--- src/rtl/spi_frame_reader_pkg.sv ---
// Shared definitions for the SPI frame reader: command opcodes, FSM states
// and the status byte layout returned to the MCU.
package spi_frame_pkg;

    localparam int FRAME_BYTES_DEFAULT = 9600;

    localparam logic [7:0] CMD_STATUS     = 8'h01;
    localparam logic [7:0] CMD_READ_FRAME = 8'h02;
    localparam logic [7:0] CMD_ACK        = 8'h03;

    typedef enum logic [2:0] {
        IDLE,
        CMD,
        STAT,
        FRAME,
        DRAIN
    } state_t;

    function automatic logic [7:0] status_byte(input logic overrun, input logic ready);
        return {6'b000000, overrun, ready};
    endfunction

endpackage

--- src/rtl/spi_frame_reader_if.sv ---
// Bundle of SPI pins and ping-pong buffer read port seen by the frame reader.
// The slave modport is the reader's view; master is the MCU/buffer side.
interface spi_frame_reader_if;

    logic        spi_sclk;
    logic        spi_cs_n;
    logic        spi_mosi;
    logic        spi_miso;
    logic [16:0] spi_rd_addr;
    logic [7:0]  spi_rd_data;
    logic        buffer_ready;
    logic        frame_read_complete;

    modport slave (
        input  spi_sclk,
        input  spi_cs_n,
        input  spi_mosi,
        input  spi_rd_data,
        input  buffer_ready,
        output spi_miso,
        output spi_rd_addr,
        output frame_read_complete
    );

    modport master (
        output spi_sclk,
        output spi_cs_n,
        output spi_mosi,
        output spi_rd_data,
        output buffer_ready,
        input  spi_miso,
        input  spi_rd_addr,
        input  frame_read_complete
    );

endinterface

--- src/rtl/spi_frame_reader_pin_sync.sv ---
// Multi-flop synchronizer for one asynchronous SPI pin, with single-cycle
// rise/fall strobes derived from the synchronized level.
module spi_pin_sync #(
    parameter int   SYNC_STAGES = 2,
    parameter logic RESET_VAL   = 1'b0
) (
    input  logic sys_clk,
    input  logic reset,
    input  logic pin,
    output logic level,
    output logic rise,
    output logic fall
);

    logic [SYNC_STAGES-1:0] sync_reg;
    logic                   prev_reg;

    always_ff @(posedge sys_clk) begin
        if (reset) begin
            sync_reg <= {SYNC_STAGES{RESET_VAL}};
            prev_reg <= RESET_VAL;
        end else begin
            for (int i = SYNC_STAGES - 1; i > 0; i--) begin
                sync_reg[i] <= sync_reg[i-1];
            end
            sync_reg[0] <= pin;
            prev_reg    <= sync_reg[SYNC_STAGES-1];
        end
    end

    assign level = sync_reg[SYNC_STAGES-1];
    assign rise  = level & ~prev_reg;
    assign fall  = ~level & prev_reg;

endmodule

--- src/rtl/spi_frame_reader.sv ---
// SPI mode-0 slave, oversampled by sys_clk, that reports frame status and
// streams the packed frame out of the ping-pong buffer with one-byte prefetch.
module spi_frame_reader
    import spi_frame_pkg::*;
#(
    parameter int FRAME_BYTES = FRAME_BYTES_DEFAULT,
    parameter int RD_LATENCY  = 2,
    parameter int SYNC_STAGES = 2
) (
    input logic               sys_clk,
    input logic               reset,
    spi_frame_reader_if.slave bus
);

    localparam logic [13:0] LAST_IDX = 14'(FRAME_BYTES - 1);
    // Pin order is {mosi, cs_n, sclk}; cs_n idles high so reset does not fake a select.
    localparam logic [2:0]  PIN_IDLE = 3'b010;

    logic [2:0] pin_raw;
    logic [2:0] pin_level;
    logic [2:0] pin_rise;
    logic [2:0] pin_fall;

    assign pin_raw = {bus.spi_mosi, bus.spi_cs_n, bus.spi_sclk};

    genvar gi;
    generate
        for (gi = 0; gi < 3; gi++) begin : g_pin
            spi_pin_sync #(
                .SYNC_STAGES (SYNC_STAGES),
                .RESET_VAL   (PIN_IDLE[gi])
            ) u_sync (
                .sys_clk (sys_clk),
                .reset   (reset),
                .pin     (pin_raw[gi]),
                .level   (pin_level[gi]),
                .rise    (pin_rise[gi]),
                .fall    (pin_fall[gi])
            );
        end
    endgenerate

    logic sclk_rise;
    logic sclk_fall;
    logic cs_level;
    logic cs_rise;
    logic cs_fall;
    logic mosi_level;
    logic unused_pins;

    assign sclk_rise   = pin_rise[0];
    assign sclk_fall   = pin_fall[0];
    assign cs_level    = pin_level[1];
    assign cs_rise     = pin_rise[1];
    assign cs_fall     = pin_fall[1];
    assign mosi_level  = pin_level[2];
    assign unused_pins = ^{pin_level[0], pin_rise[2], pin_fall[2]};

    state_t              state_reg,         state_next;
    logic [2:0]          bit_cnt_reg,       bit_cnt_next;
    logic [6:0]          shift_in_reg,      shift_in_next;
    logic [7:0]          shift_out_reg,     shift_out_next;
    logic [13:0]         byte_idx_reg,      byte_idx_next;
    logic [16:0]         rd_addr_reg,       rd_addr_next;
    logic [7:0]          prefetch_reg,      prefetch_next;
    logic [RD_LATENCY:0] fetch_pipe_reg,    fetch_pipe_next;
    logic                first_pending_reg, first_pending_next;
    logic                overrun_reg,       overrun_next;
    logic                frc_reg,           frc_next;

    logic [7:0] opcode;
    logic       byte_done;

    assign opcode    = {shift_in_reg, mosi_level};
    assign byte_done = sclk_rise && (bit_cnt_reg == 3'd7);

    always_ff @(posedge sys_clk) begin
        if (reset) begin
            state_reg         <= IDLE;
            bit_cnt_reg       <= '0;
            shift_in_reg      <= '0;
            shift_out_reg     <= '0;
            byte_idx_reg      <= '0;
            rd_addr_reg       <= '0;
            prefetch_reg      <= '0;
            fetch_pipe_reg    <= '0;
            first_pending_reg <= 1'b0;
            overrun_reg       <= 1'b0;
            frc_reg           <= 1'b0;
        end else begin
            state_reg         <= state_next;
            bit_cnt_reg       <= bit_cnt_next;
            shift_in_reg      <= shift_in_next;
            shift_out_reg     <= shift_out_next;
            byte_idx_reg      <= byte_idx_next;
            rd_addr_reg       <= rd_addr_next;
            prefetch_reg      <= prefetch_next;
            fetch_pipe_reg    <= fetch_pipe_next;
            first_pending_reg <= first_pending_next;
            overrun_reg       <= overrun_next;
            frc_reg           <= frc_next;
        end
    end

    always_comb begin
        state_next         = state_reg;
        bit_cnt_next       = bit_cnt_reg;
        shift_in_next      = shift_in_reg;
        shift_out_next     = shift_out_reg;
        byte_idx_next      = byte_idx_reg;
        rd_addr_next       = rd_addr_reg;
        prefetch_next      = prefetch_reg;
        fetch_pipe_next    = {fetch_pipe_reg[RD_LATENCY-1:0], 1'b0};
        first_pending_next = first_pending_reg;
        overrun_next       = overrun_reg;
        frc_next           = 1'b0;

        // Read data lands RD_LATENCY cycles after the address moved; byte 0 goes
        // straight to the shifter, every later byte waits in the prefetch register.
        if (fetch_pipe_reg[RD_LATENCY]) begin
            if (first_pending_reg) begin
                shift_out_next     = bus.spi_rd_data;
                first_pending_next = 1'b0;
                if (LAST_IDX != 14'd0) begin
                    rd_addr_next       = {14'd1, 3'b000};
                    fetch_pipe_next[0] = 1'b1;
                end
            end else begin
                prefetch_next = bus.spi_rd_data;
            end
        end

        if (cs_level) begin
            state_next         = IDLE;
            bit_cnt_next       = '0;
            shift_out_next     = '0;
            fetch_pipe_next    = '0;
            first_pending_next = 1'b0;
            // A final byte that completes in the deselect cycle still releases the buffer.
            if (cs_rise && state_reg == FRAME && byte_done &&
                byte_idx_reg == LAST_IDX && !first_pending_reg) begin
                frc_next = 1'b1;
            end
        end else begin
            case (state_reg)
                IDLE: begin
                    if (cs_fall) begin
                        state_next     = CMD;
                        bit_cnt_next   = '0;
                        shift_out_next = '0;
                    end
                end

                CMD: begin
                    if (sclk_rise) begin
                        shift_in_next = opcode[6:0];
                        bit_cnt_next  = bit_cnt_reg + 3'd1;
                        if (bit_cnt_reg == 3'd7) begin
                            case (opcode)
                                CMD_STATUS: begin
                                    state_next     = STAT;
                                    shift_out_next = status_byte(overrun_reg, bus.buffer_ready);
                                end
                                CMD_READ_FRAME: begin
                                    if (bus.buffer_ready) begin
                                        state_next         = FRAME;
                                        byte_idx_next      = '0;
                                        rd_addr_next       = '0;
                                        fetch_pipe_next    = '0;
                                        fetch_pipe_next[0] = 1'b1;
                                        first_pending_next = 1'b1;
                                    end else begin
                                        overrun_next = 1'b1;
                                        state_next   = DRAIN;
                                    end
                                end
                                CMD_ACK: begin
                                    frc_next   = 1'b1;
                                    state_next = DRAIN;
                                end
                                default: begin
                                    state_next = DRAIN;
                                end
                            endcase
                        end
                    end
                end

                STAT: begin
                    // The fall right after a byte boundary keeps bit 7 on the line.
                    if (sclk_fall && bit_cnt_reg != 3'd0) begin
                        shift_out_next = {shift_out_reg[6:0], 1'b0};
                    end
                    if (sclk_rise) begin
                        bit_cnt_next = bit_cnt_reg + 3'd1;
                        if (bit_cnt_reg == 3'd7) begin
                            overrun_next   = 1'b0;
                            state_next     = DRAIN;
                            shift_out_next = '0;
                        end
                    end
                end

                FRAME: begin
                    if (sclk_fall && bit_cnt_reg != 3'd0) begin
                        shift_out_next = {shift_out_reg[6:0], 1'b0};
                    end
                    if (sclk_rise) begin
                        bit_cnt_next = bit_cnt_reg + 3'd1;
                        if (bit_cnt_reg == 3'd7) begin
                            if (byte_idx_reg == LAST_IDX) begin
                                frc_next        = 1'b1;
                                state_next      = DRAIN;
                                shift_out_next  = '0;
                                fetch_pipe_next = '0;
                            end else begin
                                shift_out_next = prefetch_reg;
                                byte_idx_next  = byte_idx_reg + 14'd1;
                                // Fetch the byte after the one just loaded, if the frame has one.
                                if (byte_idx_reg + 14'd1 < LAST_IDX) begin
                                    rd_addr_next       = {byte_idx_reg + 14'd2, 3'b000};
                                    fetch_pipe_next[0] = 1'b1;
                                end
                            end
                        end
                    end
                end

                DRAIN: begin
                    shift_out_next = '0;
                end

                default: begin
                    state_next = IDLE;
                end
            endcase
        end
    end

    assign bus.spi_miso            = shift_out_reg[7];
    assign bus.spi_rd_addr         = rd_addr_reg;
    assign bus.frame_read_complete = frc_reg;

endmodule

--- src/flat_wrapper.sv ---
// flat-port wrapper written by rule: the top's interface ports become plain ports
module spi_frame_reader_flat import spi_frame_pkg::*;
#(
    parameter int FRAME_BYTES = FRAME_BYTES_DEFAULT,
    parameter int RD_LATENCY  = 2,
    parameter int SYNC_STAGES = 2
)
  (sys_clk, reset, bus_spi_sclk, bus_spi_cs_n, bus_spi_mosi, bus_spi_rd_data, bus_buffer_ready, bus_spi_miso, bus_spi_rd_addr, bus_frame_read_complete);
  spi_frame_reader_if bus_i ();
  input logic sys_clk;
  input logic reset;
  input wire logic [$bits(bus_i.spi_sclk)-1:0] bus_spi_sclk;
  input wire logic [$bits(bus_i.spi_cs_n)-1:0] bus_spi_cs_n;
  input wire logic [$bits(bus_i.spi_mosi)-1:0] bus_spi_mosi;
  input wire logic [$bits(bus_i.spi_rd_data)-1:0] bus_spi_rd_data;
  input wire logic [$bits(bus_i.buffer_ready)-1:0] bus_buffer_ready;
  output wire logic [$bits(bus_i.spi_miso)-1:0] bus_spi_miso;
  output wire logic [$bits(bus_i.spi_rd_addr)-1:0] bus_spi_rd_addr;
  output wire logic [$bits(bus_i.frame_read_complete)-1:0] bus_frame_read_complete;
  assign bus_i.spi_sclk = bus_spi_sclk;
  assign bus_i.spi_cs_n = bus_spi_cs_n;
  assign bus_i.spi_mosi = bus_spi_mosi;
  assign bus_i.spi_rd_data = bus_spi_rd_data;
  assign bus_i.buffer_ready = bus_buffer_ready;
  assign bus_spi_miso = bus_i.spi_miso;
  assign bus_spi_rd_addr = bus_i.spi_rd_addr;
  assign bus_frame_read_complete = bus_i.frame_read_complete;
  spi_frame_reader #(.FRAME_BYTES(FRAME_BYTES), .RD_LATENCY(RD_LATENCY), .SYNC_STAGES(SYNC_STAGES)) u_core (.sys_clk(sys_clk), .reset(reset), .bus(bus_i));
endmodule
--- config.mk ---
export PLATFORM = sky130hd
export DESIGN_NAME = spi_frame_reader_flat
export DESIGN_NICKNAME = d
export VERILOG_FILES = /design/src/rtl/spi_frame_reader_pkg.sv /design/src/rtl/spi_frame_reader_if.sv /design/src/rtl/spi_frame_reader_pin_sync.sv /design/src/rtl/spi_frame_reader.sv /design/src/flat_wrapper.sv
export SDC_FILE = /design/constraint.sdc
export NUM_CORES = 1
export LEC_CHECK = 0
export CELL_PAD_IN_SITES_DETAIL_PLACEMENT = 0
export CELL_PAD_IN_SITES_GLOBAL_PLACEMENT = 1
export CORE_ASPECT_RATIO = 0.8
export CORE_MARGIN = 4
export CORE_UTILIZATION = 39
export CTS_CLUSTER_DIAMETER = 30
export CTS_CLUSTER_SIZE = 25
export DETAILED_ROUTE_END_ITERATION = 10
export PLACE_DENSITY_LB_ADDON = 0.3
export RECOVER_POWER = 100
export REMOVE_ABC_BUFFERS = 1
export SLEW_MARGIN = 20
export SYNTH_ARGS = -nofsm -noshare
export SYNTH_HDL_FRONTEND = slang
export SYNTH_SLANG_ARGS = --single-unit
--- constraint.sdc ---
create_clock -name sys_clk -period 2.44 [get_ports sys_clk]
set_input_delay 0.488 -clock sys_clk [delete_from_list [all_inputs] [get_ports sys_clk]]
set_output_delay 0.488 -clock sys_clk [all_outputs]
set_load 0.05 [all_outputs]
==> impl_metrics.tcl <==
set metrics [dict create \
    finalHoldViolations 0 \
    worst-path-max-fanout 12 \
    drc 0 \
    setup_viol 0 \
    cts_tree "yes" \
    synthFlopType "dfxtp_1" \
    r2r_slack_ps 60 \
    min-delay-start "u_core.g_pin[1].u_sync.sync_reg[0]$_SDFF_PP1_" \
    largest_reg_flops 17 \
    hold_depth 1 \
    ys_async_sr_fraction_pct 0 \
    post_drt_wl_per_cell_um 15.1 \
    power.density_nw_per_um2 560 \
    max_freq_ghz 0.420 \
    grtUsageMet2_pct 24.1 \
    dpl-instance-area_sq_um 4520 \
    via_per_inst 5.38 \
    drv_slew 0 \
    io_pins 33 \
    vias 3586 \
    synth_top_area_share_pct 38.3 \
    clk_pin_slew_ps 60 \
    cts.htree.levels 3 \
    core.rowCount 32 \
    gp_congestion 0.897 \
    grt_remaining_overflow 0 \
    p_leak_nw 1.73 \
    layout_setup_ws_ps 56.4 \
    status "completed" \
    dieArea_sq_um 11600 \
    reg2regPathDepth 11 \
    arrival_ps 2610 \
    hold_end "u_core.g_pin[1].u_sync.sync_reg[1]$_SDFF_PP1_" \
    synth_most_common_cell "dfxtp_1" \
    yosysWarnings 0 \
    postCtsHoldBufs 0 \
    regToRegStartpoint "u_core.byte_idx_reg[1]$_SDFFE_PP0P_" \
    min_period_over_period_pct 97.7 \
    critical_path.startpoint_type "flop" \
    power.total_mw 2.75 \
    die-width_um 119 \
    avgSynthCellArea_sq_um 8.17 \
    relSlewSlack_pct 40.1 \
    syn_inst 473 \
    fillCellCount 957 \
    ir_drop_mv 0.415 \
    grt_pass1_vias 3327 \
    cts_sinks 74 \
    path_class "flop to flop" \
    synth_common_cells "dfxtp_1, nor2_1, nand2_1" \
    drive_gt1_share_pct 14.1 \
    numCtsBuffers 9 \
    cp.required_ps 2670 \
    end_kind "flop" \
    synth.distinct_cells 64 \
    top_usage_layer "met1" \
    detail-route-antenna-nets 0 \
    grt_start_max_net_pins 25 \
    yosys.area.top_type "dfxtp_1" \
    grt_pass1_wl_um 16600 \
    io_buffers 32 \
    final_area_sq_um 4900 \
    dieHeight_um 97.0 \
    insertion_delay_ps 330 \
    gr-usage-met3_pct 5.26 \
    dp_slack_ps -6.78 \
    start_util_pct 40.1 \
    ys_seq_elements 74 \
    first_pass_iters 5 \
    maxCapViolCount 0 \
    ys_top_cells_by_area "dfxtp_1, a21oi_1, nor2_1, nand2_1, xnor2_1" \
    grtUsageTotal_pct 17.5 \
    syn_to_final_growth_pct 26.9 \
    post-route-util_pct 50.8 \
    syn-cell-area_sq_um 3860 \
    cts_root_buffer "clkbuf_16" \
    routed_wl_um 10100 \
    grt_antenna_before_repair 0 \
    diodes 0 \
    drtIter0Drc 238 \
    cts_buffer_depth 2 \
    core_sq_um 9650 \
    r2r-end "u_core.bus.spi_rd_addr[0]$_SDFF_PP0_" \
    fin_crit_ps 2380 \
    nNetsFinal 546 \
    synth-seq-area-share_pct 38.3 \
    synth-edff-count 0 \
    met1_usage_pct 26.3 \
    hold_path_class "flop to flop" \
    place_hpwl_um 7230 \
    skew_ps 7.16 \
    worst_pin_slew_ps 899 \
]
## cell families after synthesis
group | share of synthesized area [%]
XOR/XNOR | 3.40
AND/OR/NAND/NOR | 27.7
AO/OA/AOI/OAI | 20.9
adder cells (fa/ha/maj) | 1.94
buffers and inverters | 5.34
multiplexers | 2.33
flip-flops | 38.3
## cell type report
cell class | instances | area (sq um) | share of cell area, %
inverters | 11 | 41.3 | 0.842
flip-flops and latches | 74 | 1490 | 30.3
clock buffers | 12 | 256 | 5.23
repair buffers | 75 | 647 | 13.2
clock inverters | 4 | 73.8 | 1.51
multi-input cells | 355 | 2230 | 45.5
well taps | 136 | 170 | 3.47
## placed cells by master (no fill, tap or decap), drive strengths merged, types with 2 or more instances in the layout
cell type / instances
nand3: 20
clkinv: 3
mux2i: 9
or2: 3
xnor2: 11
o31ai: 5
nand2: 49
dfxtp: 74
inv: 10
and2: 8
nor2: 52
nor4b: 3
nor2b: 10
xor2: 4
clkdlybuf4s50: 12
buf: 36
ha: 6
a21o: 10
o2111ai: 3
clkbuf: 19
o211a: 2
nor4: 6
nand3b: 6
and3: 6
o2bb2ai: 9
nor3b: 3
o21ai: 19
dlygate4sd3: 20
a31oi: 4
nor3: 18
o21a: 6
a22oi: 7
o211ai: 2
bufinv: 2
o21bai: 2
a2111oi: 2
nand4: 9
a21oi: 40
a41oi: 3
nand2b: 6
## worst max-delay path, cell delays in order, from the launching register on
cell      delay (ps)
dfxtp_4          360
ha_2             210
buf_4            160
and4_1           230
a41oi_2          220
o211ai_1         140
a21boi_2         230
buf_4            160
o211a_4          200
nor3_4            60
buf_12           160
and2_1           150
## per-layer routing
layer	vias to the layer above	wire, um
met4	0	125
li1	1786	-
met3	11	686
met5	-	0
met1	1684	5020
met2	105	4240
## what timing repair did
item	CTS	global route
pin swaps	0	2
gates cloned	0	0
resized for setup	2	12
setup endpoints to repair	13	24
setup buffers	0	3
## power breakdown
part	switching [mW]	leakage, nW	internal [mW]
Combinational	0.0382	0.966	0.0353
Clock	0.504	0.163	0.951
Sequential	0.00382	0.599	1.21
Total	0.546	1.73	2.20
## worst max-delay path by stage
stage                                              startpoint                                     to  slack, ps  cells after the start
after floorplan           u_core.byte_idx_reg[2]$_SDFFE_PP0P_   u_core.bus.spi_rd_addr[0]$_SDFF_PP0_       -120                      8
after global placement    u_core.byte_idx_reg[1]$_SDFFE_PP0P_  u_core.bus.spi_rd_addr[13]$_SDFF_PP0_         80                      9
after detailed placement  u_core.byte_idx_reg[1]$_SDFFE_PP0P_   u_core.bus.spi_rd_addr[6]$_SDFF_PP0_         -7                     10
after CTS                 u_core.byte_idx_reg[1]$_SDFFE_PP0P_  u_core.bus.spi_rd_addr[15]$_SDFF_PP0_         70                      9
after global routing      u_core.byte_idx_reg[1]$_SDFFE_PP0P_   u_core.bus.spi_rd_addr[4]$_SDFF_PP0_        -70                      9
final                     u_core.byte_idx_reg[1]$_SDFFE_PP0P_   u_core.bus.spi_rd_addr[0]$_SDFF_PP0_         60                     11
## stage by stage
step | hold slack [ps] | std cells | setup TNS [ps]
finish | 415 | 667 | 0
global route | 433 | 667 | -402
floorplan | 389 | 440 | -1320
global placement | 409 | 648 | 0
CTS | 420 | 664 | 0
detailed placement | 410 | 648 | -22.3
(Power assumes the default switching activity.)
